### config.mk
export PLATFORM = sky130hd
export DESIGN_NAME = uart_tx_serializer
export DESIGN_NICKNAME = d
export VERILOG_FILES = /design/src/rtl/uart_pkg.sv /design/src/rtl/uart_tx_fifo.sv /design/src/rtl/uart_tx_serializer.sv
export SDC_FILE = /design/constraint.sdc
export NUM_CORES = 1
export LEC_CHECK = 0
export ABC_AREA = 1
export BUFFER_PORTS_ARGS = -buffer_cell sky130_fd_sc_hd__buf_4
export CAP_MARGIN = 0
export CORE_MARGIN = 2
export CORE_UTILIZATION = 50
export CTS_CLUSTER_SIZE = 24
export DETAILED_ROUTE_END_ITERATION = 8
export HOLD_SLACK_MARGIN = 0.06
export PLACE_DENSITY = 0.74
export RECOVER_POWER = 50
export SLEW_MARGIN = 5
export SYNTH_ARGS = -nofsm -noshare
export SYNTH_HDL_FRONTEND = slang
export SYNTH_SLANG_ARGS = --single-unit
### constraint.sdc
create_clock -name baud_clk -period 2.35 [get_ports baud_clk]
set_input_delay 0.235 -clock baud_clk [delete_from_list [all_inputs] [get_ports baud_clk]]
set_output_delay 0.235 -clock baud_clk [all_outputs]
set_load 0.1 [all_outputs]
### src/rtl/uart_pkg.sv
// Shared types and helpers for the UART transmit path.
// Holds the FSM state enum, parity modes and frame-length helper.
package uart_pkg;

    typedef enum logic [2:0] {
        ST_IDLE,
        ST_START,
        ST_DATA,
        ST_PARITY,
        ST_STOP
    } state_t;

    localparam int PAR_NONE = 0;
    localparam int PAR_EVEN = 1;
    localparam int PAR_ODD  = 2;

    // Line cycles per frame: start + 8 data + optional parity + stops.
    function automatic int frame_len(
        input int parity,
        input int stop_bits
    );
        return 10 + ((parity != PAR_NONE) ? 1 : 0) + (stop_bits - 1);
    endfunction

    function automatic logic parity_bit(
        input logic [7:0] d,
        input int         parity
    );
        return (parity == PAR_ODD) ? ~^d : ^d;
    endfunction

endpackage

### src/rtl/uart_tx_fifo.sv
// Small synchronous byte FIFO in front of the UART shifter.
// Ports: clk, reset, push/din, pop/dout (show-ahead), level, full, empty.
module uart_tx_fifo #(
    parameter int DEPTH = 4,
    parameter int LW    = $clog2(DEPTH) + 1
) (
    input  logic          clk,
    input  logic          reset,
    input  logic          push,
    input  logic          pop,
    input  logic [7:0]    din,
    output logic [7:0]    dout,
    output logic [LW-1:0] level,
    output logic          full,
    output logic          empty
);

    localparam int AW = LW - 1;

    logic [7:0]  mem [DEPTH];
    logic [AW:0] wr_ptr;
    logic [AW:0] rd_ptr;

    always_ff @(posedge clk) begin
        if (push) begin
            mem[wr_ptr[AW-1:0]] <= din;
        end
    end

    always_ff @(posedge clk) begin
        if (reset) begin
            wr_ptr <= '0;
            rd_ptr <= '0;
        end else begin
            if (push) begin
                wr_ptr <= wr_ptr + 1'b1;
            end
            if (pop) begin
                rd_ptr <= rd_ptr + 1'b1;
            end
        end
    end

    // Extra pointer MSB tells full from empty when low bits match.
    assign dout  = mem[rd_ptr[AW-1:0]];
    assign level = wr_ptr - rd_ptr;
    assign empty = (wr_ptr == rd_ptr);
    assign full  = (wr_ptr[AW] != rd_ptr[AW]) &&
                   (wr_ptr[AW-1:0] == rd_ptr[AW-1:0]);

endmodule

### src/rtl/uart_tx_serializer.sv
// Buffered UART transmitter: one bit per baud_clk, LSB first.
// Ports: baud_clk, reset, uart_enable/data_in in; tx, busy, overflow, fifo_level out.
module uart_tx_serializer #(
    parameter  int FIFO_DEPTH = 4,
    parameter  int PARITY     = 0,
    parameter  int STOP_BITS  = 1,
    localparam int LW         = $clog2(FIFO_DEPTH) + 1
) (
    input  logic          baud_clk,
    input  logic          reset,
    input  logic          uart_enable,
    input  logic [7:0]    data_in,
    output logic          tx,
    output logic          busy,
    output logic          overflow,
    output logic [LW-1:0] fifo_level
);

    import uart_pkg::*;

    state_t     state;
    state_t     state_nxt;
    logic [7:0] shreg;
    logic [2:0] bit_cnt;
    logic       stop_cnt;
    logic       par_bit;

    logic       push;
    logic       pop;
    logic       drop;
    logic       full;
    logic       empty;
    logic       stop_last;
    logic [7:0] fifo_dout;
    logic [LW-1:0] level_nxt;

    uart_tx_fifo #(
        .DEPTH (FIFO_DEPTH),
        .LW    (LW)
    ) u_fifo (
        .clk   (baud_clk),
        .reset (reset),
        .push  (push),
        .pop   (pop),
        .din   (data_in),
        .dout  (fifo_dout),
        .level (fifo_level),
        .full  (full),
        .empty (empty)
    );

    assign stop_last = (state == ST_STOP) &&
                       (stop_cnt == 1'(STOP_BITS - 1));

    // Pop from IDLE, or on the last stop bit for a gapless next frame.
    assign pop  = !empty && ((state == ST_IDLE) || stop_last);
    // A pop in the same cycle frees a slot for a write while full.
    assign push = uart_enable && (!full || pop);
    assign drop = uart_enable && full && !pop;

    assign level_nxt = fifo_level
                     + {{(LW-1){1'b0}}, push}
                     - {{(LW-1){1'b0}}, pop};

    always_comb begin
        state_nxt = state;
        unique case (state)
            ST_IDLE: begin
                if (pop) state_nxt = ST_START;
            end
            ST_START: state_nxt = ST_DATA;
            ST_DATA: begin
                if (bit_cnt == 3'd7) begin
                    state_nxt = (PARITY != PAR_NONE) ? ST_PARITY : ST_STOP;
                end
            end
            ST_PARITY: state_nxt = ST_STOP;
            ST_STOP: begin
                if (stop_last) state_nxt = pop ? ST_START : ST_IDLE;
            end
            default: state_nxt = ST_IDLE;
        endcase
    end

    always_ff @(posedge baud_clk) begin
        if (reset) begin
            state    <= ST_IDLE;
            tx       <= 1'b1;
            busy     <= 1'b0;
            overflow <= 1'b0;
            shreg    <= '0;
            bit_cnt  <= '0;
            stop_cnt <= 1'b0;
            par_bit  <= 1'b0;
        end else begin
            state <= state_nxt;
            busy  <= (state_nxt != ST_IDLE) || (level_nxt != '0);

            if (drop) begin
                overflow <= 1'b1;
            end

            // Parity is latched from the whole byte before it is shifted.
            if (pop) begin
                shreg   <= fifo_dout;
                par_bit <= parity_bit(fifo_dout, PARITY);
            end

            unique case (state)
                ST_IDLE: tx <= ~pop;
                ST_START: begin
                    tx      <= shreg[0];
                    shreg   <= shreg >> 1;
                    bit_cnt <= '0;
                end
                ST_DATA: begin
                    if (bit_cnt == 3'd7) begin
                        tx       <= (PARITY != PAR_NONE) ? par_bit : 1'b1;
                        stop_cnt <= 1'b0;
                    end else begin
                        tx      <= shreg[0];
                        shreg   <= shreg >> 1;
                        bit_cnt <= bit_cnt + 3'd1;
                    end
                end
                ST_PARITY: begin
                    tx       <= 1'b1;
                    stop_cnt <= 1'b0;
                end
                ST_STOP: begin
                    if (stop_last) begin
                        tx <= ~pop;
                    end else begin
                        tx       <= 1'b1;
                        stop_cnt <= stop_cnt + 1'b1;
                    end
                end
                default: tx <= 1'b1;
            endcase
        end
    end

endmodule

## Yosys cells after proc, flatten, opt, wreduce, memory -nomap -nowiden

Memory sizes are Yosys's and may differ from the RTL's. A register that Yosys moved wholly into a read port is not among the register bits.
Index checks and enable logic that the tools add are counted.

| operators by class | value |
|---|---|
| equality and inequality tests | 11 |
| mux-type cells | 20 |
| $add $sub $neg | 7 |
| reductions and logical operators | 19 |
| bitwise gates (word level) | 2 |

Operator list:

| cell | number |
|---|---|
| $mux 8 | 2 |
| $pmux 8 s2 | 1 |
| $pmux 3 s5 | 1 |
| $mux 3 | 4 |
| $add 3x1->3 const B | 3 |
| $reduce_bool 3->1 | 3 |
| $mux 1 | 7 |
| $eq 3x2->1 const B | 2 |
| $eq 3x3->1 const B | 2 |
| $logic_and 1x1->1 | 6 |
| $ne 2x2->1 const B | 3 |
| $pmux 3 s2 | 1 |
| $mux 2 | 2 |
| $pmux 1 s4 | 1 |
| $add 3x1->3 | 1 |
| $eq 3x1->1 const B | 1 |
| $eq 3x3->1 | 1 |
| $logic_not 1->1 | 3 |
| $logic_not 3->1 | 1 |
| $logic_or 1x1->1 | 3 |
| $pmux 1 s3 | 1 |
| $reduce_and 3->1 | 1 |
| $sub 3x1->3 | 1 |
| $sub 3x3->3 | 1 |
| other kinds (6) | 7 |

| storage, ports and cells | value |
|---|---|
| register bits | 24 |
| memories | 1 |
| logic and storage cells | 69 |
| RAM bits | 32 |
| input bits | 11 |
| output and inout bits | 6 |

Memory list:

| name | depth | bits a word | rd ports | clocked after Yosys merged registers in | wr ports | RTL line | RTL |
|---|---|---|---|---|---|---|---|
| u_fifo.mem | 4 | 8 | 1 | 1 | 1 | uart_tx_fifo.sv:20 | `logic [7:0] mem [DEPTH];` |

## Longest topological paths before layout

| depth | value |
|---|---|
| depth after elaboration | 10 |
| depth in mapped cells | 17 |
| mapped depth without buffers | 17 |

## Modules after synthesis

From an unflattened synthesis, not the netlist that was laid out.

| unflattened totals | value |
|---|---|
| cells, all modules | 326 |
| area total of the unflattened synthesis | 2,782.7 um^2 |

By module, submodules not included:

| module | cells an instance | area each (um^2) | seq. area each (um^2) | instances |
|---|---|---|---|---|
| uart_tx_fifo | 191 | 1,829.3 | 1,121.1 | 1 |
| uart_tx_serializer | 135 | 953.4 | 360.3 | 1 |

## Least setup slack after synthesis

Ideal clock, no wire load.

| path | value |
|---|---|
| path type | reg-to-reg |
| start point | register u_fifo.wr_ptr[0] |
| end point | register busy |
| arrival time | 2.560 ns |
| buffers on the path | 0 |
| required time | 2.221 ns |
| setup time | 0.129 ns |
| cell stages (with the launch flop) | 11 |
| clock period less this slack | 2.688 ns |
| path slack | -0.338 ns |
| cells stage by stage | dfxtp_1 > inv_1 > ha_1 > inv_1 > fa_1 > fa_1 > xor2_1 > nand3_1 > nand2_1 > nor2_1 > nor2_1 |

| on the way | value |
|---|---|
| elaborated cells on any way between the ends | 18 |
| those cells by class | add/sub (3); eq/ne (2); mux (4); reduce/logical (9) |

RTL lines:

| what | RTL line | RTL |
|---|---|---|
| start: declaration | uart_tx_fifo.sv:21 | `logic [AW:0] wr_ptr;` |
| start signal: assignment | uart_tx_fifo.sv:36 | `wr_ptr <= wr_ptr + 1'b1;` |
| $sub 3x3->3 | uart_tx_fifo.sv:46 | `assign level = wr_ptr - rd_ptr;` |
| via fifo_level[1] | uart_tx_serializer.sv:16 | `output logic [LW-1:0] fifo_level` |
| $add 3x1->3 | uart_tx_serializer.sv:62 | `+ {{(LW-1){1'b0}}, push}` |
| $sub 3x1->3 | uart_tx_serializer.sv:63 | `- {{(LW-1){1'b0}}, pop};` |
| $reduce_bool 3->1 | uart_tx_serializer.sv:97 | `busy <= (state_nxt != ST_IDLE) \|\| (level_nxt != '0);` |
| $logic_or 1x1->1 | uart_tx_serializer.sv:97 |  |
| end signal: assignment | uart_tx_serializer.sv:97 |  |
| end: declaration | uart_tx_serializer.sv:14 | `output logic busy,` |

The timed path passes the listed nets, and every way through them passes these cells.
A chain may end at the register's enable or synchronous reset.

## Worst setup path after layout

| path | value |
|---|---|
| start point | register u_fifo.wr_ptr[0] |
| end point | register busy |

| on the way | value |
|---|---|
| longest elaborated chain between the ends | 9 |
| elaborated cells on any way between the ends | 18 |
| those cells by class | add/sub (3); eq/ne (2); mux (4); reduce/logical (9) |

Ends and longest elaborated chain:

| what | RTL line | RTL |
|---|---|---|
| $eq 3x3->1 or $eq 2x2->1 (tied branches) | uart_tx_fifo.sv:47, uart_tx_fifo.sv:49 |  |
| $logic_not 1->1 or $logic_and 1x1->1 (tied branches) | uart_tx_serializer.sv:56, uart_tx_fifo.sv:48 |  |
| $logic_and 1x1->1 or $logic_not 1->1 (tied branches) | uart_tx_serializer.sv:56, uart_tx_serializer.sv:58 |  |
| $logic_or 1x1->1 | uart_tx_serializer.sv:58 | `assign push = uart_enable && (!full \|\| pop);` |
| $logic_and 1x1->1 | uart_tx_serializer.sv:58 |  |
| $add 3x1->3 | uart_tx_serializer.sv:62 |  |
| $sub 3x1->3 | uart_tx_serializer.sv:63 |  |
| $reduce_bool 3->1 | uart_tx_serializer.sv:97 |  |
| $logic_or 1x1->1 (*) | uart_tx_serializer.sv:97 |  |

Mark *: on every way between the ends. The rest lies on a longest branch, timed or not.

==> flow_summary_export.csv <==
group,metric,value,unit
critical_path,end_kind,"flop",
floorplanning,num_rows,26,
critical_path,path_delay_family,"adder cells",
critical_path,crit_buf_inv,3,
critical_path,required,2.58,ns
placement,gp_congestion,0.7666,
placement,numPortBuffers,16,
critical_path,worstPathArrival,2.46,ns
clocking,clock_latency,0.33,ns
route,wl_per_cell,12.31,µm
yosys,ys_seq_area_share,55.90,%
yosys,ys_types,29,
yosys,ys_seq_elements,58,
pwr,p_int,2.384,mW
run,cap_violations,0,
floorplanning,start_util,51.89,%
pwr,p_sw_share,40.85,%
yosys,synth_area_leaders,"edfxtp_1 36%, dfxtp_1 20%, nand2_1 15%",
placement,dp_hpwl,3.339,mm
floorplanning,die_w,76.80,µm
route,dr.pass1.iters,4,
cells_and_area,insertedDiodeCount,0,
critical_path,max_stage_delay,0.50,ns
clocking,clkTransAtPathRegs,0.07,ns
sta,fmax,0.4479,GHz
sta,slew_violations,0,
sta,max_slew_margin,22.79,%
clocking,h-tree-depth,3,
grt,grt_max_degree,18,
pwr,peakVddDrop,0.0005462,V
pwr,power_density,1260,mW/mm²
grt,antenna_found_initial,0,
yosys,synth.net_count,320,
pwr,pwr-share-seq,32.3,%
sta,rsz0062_at_grt,"true",
sta,finClkSkew,0.007294,ns
yosys,avgSynthCellArea,8.923,µm²
pwr,clkPwrFrac,24.2,%
clocking,cts-root-buf,"clkbuf_8",
yosys,synthesis.area,0.002650,mm²
route,vias_per_cell,4.896,
route,drt-total-wl,5.072,mm
sta,worst_pin_slew,1.163,ns
route,vias,2017,
route,drt_iter0_markers,107,
floorplanning,dieArea,0.005898,mm²
cells_and_area,fin_nets,360,
cells_and_area,layout_commonest_cell,"nand2_1",
pwr,pwr-share-comb,43.5,%
clocking,clockBufferDepth,2,
clocking,cts_buffers,9,
clocking,clkSinkCount,58,
pwr,power,4.031,mW
grt,overflow,0,
floorplanning,fp.dieH,76.80,µm
critical_path,path_class,"reg2reg",
worst_hold_path,hp-class,"in2reg",
clocking,tritoncts,"done",
cells_and_area,final_cell_mix,"103 x nand2_1, 32 x edfxtp_1, 29 x inv_1",
yosys,synth_top_area_share,36.26,%
run_status,status,"complete, no violations",
critical_path,cp_max_fo,4,
cells_and_area,drive_gt1_share,19.30,%
cells_and_area,syn2layout_area_growth,20.73,%
grt,grt_pass1_vias,1926,
route,drc,0,
grt,grt_pass1_wl,8.424,mm
pwr,p_leak,1.406,nW
sta,fin_crit,2.233,ns
sta,final_hold_viol_count,0,
grt,grt.total_usage,18.25,%
yosys,yosysWarningCount,0,
pwr,switching_power,1.647,mW
critical_path,path_cells,"inv_4, ha_4, nand2_4, inv_4, nand2_4, nand2_4, nand2_2, o21ai_2, ha_2, inv_2, fa_2, nand2_1, nor2_1, nand3_1, nor2_1, nor2_1",
sta,setup_viol,0,
route,ant_nets,0,
sta,finalCritPeriodShare,95.02,%
critical_path,startpoint_type,"flop",
yosys,yosys.area.top_type,"edfxtp_1",
floorplanning,core_area,0.005107,mm²
critical_path,cp_slowest_cell,"fa_2",
yosys,synthCells,297,
floorplanning,ios,17,
cells_and_area,final_core_util,62.64,%
-- per-stage QoR --
stage                     instance area, µm²  worst slack (ns)  hold WS [ns]  std cells  setup TNS, ns
after floorplan                         2688          -0.01554        0.3339        297       -0.01554
after global placement                  2957           0.07066        0.4359        390              0
after detailed placement                2957          -0.01458        0.4366        390       -0.01458
after CTS                               3166           0.01913       0.07930        406              0
after global routing                    3199          -0.04227        0.1563        412       -0.04227
final                                   3199            0.1171        0.1549        412              0
-- cell usage after synthesis, drive strengths merged --
cell / n
xor2: 4
nor2: 23
edfxtp: 32
nand2: 111
o22ai: 1
fa: 2
dfxtp: 26
mux2i: 1
inv: 37
nor3b: 1
a21oi: 6
nand4: 9
ha: 10
o21ai: 10
xnor2: 1
clkbuf: 1
nor3: 1
buf: 5
nand3: 16
-- final timing paths --
path | slack (ns) | startpoint | endpoint | cells after the start
setup / recovery | 0.12 | u_fifo.wr_ptr[0] | busy | 16
hold / removal | 0.15 | data_in[4] | u_fifo.mem[3][4] | 1
setup reg to reg | 0.12 | u_fifo.wr_ptr[0] | busy | 16
hold reg to reg | 0.45 | shreg[2] | shreg[1] | 2
-- power groups by stage --
stage	registers, mW	logic [mW]	clock network, mW
global placement	1.32	1.64	0
detailed placement	1.32	1.67	0
finish	1.30	1.75	0.975
CTS	1.30	1.68	0.998
global route	1.32	1.95	1.04
floorplan	1.40	1.22	0
-- final cells by class --
cell class	instances	area, µm²
Fill cell	448	1908
Sequential cell	58	1488
Multi-Input combinational cell	196	1047
Timing Repair Buffer	35	221.5
Inverter	37	147.6
Clock buffer	9	123.9
Tap cell	70	87.58
Clock inverter	7	83.83
-- sequential cells by signal (all words and copies together) (netlist names), named ones only --
| signal | cells |
|---|---|
| u_fifo.wr_ptr | 3 |
| u_fifo.rd_ptr | 3 |
| stop_cnt | 1 |
| overflow | 1 |
| u_fifo.mem | 32 |
| busy | 1 |
| state | 3 |
| tx | 1 |
| bit_cnt | 3 |
| shreg | 8 |
-- logic make-up after synthesis --
group	count (synthesis)	share of synthesized area [%]
adder cells (fa/ha/maj)	12	6.232
XOR/XNOR	5	1.652
multiplexers	1	0.3777
AND/OR/NAND/NOR	161	25.83
flip-flops	58	55.90
AO/OA/AOI/OAI	17	3.399
buffers and inverters	43	6.610
-- per-layer routing --
metal | share of wire (%) | GRT usage, %
met1 | 47 | 22.22
met2 | 48 | 31.05
met3 | 4.4 | 5.294
met4 | 0.55 | 6.000
met5 | 0 | 0
-- timing repair --
item / 4_1_cts / 5_1_grt
hold buffers: 0 / 0
setup endpoints to repair: 1 / 1
setup buffers: 0 / 6
resized for setup: 2 / 6
pin swaps: 0 / 10
No activity file was read; power rests on OpenSTA's default activity.
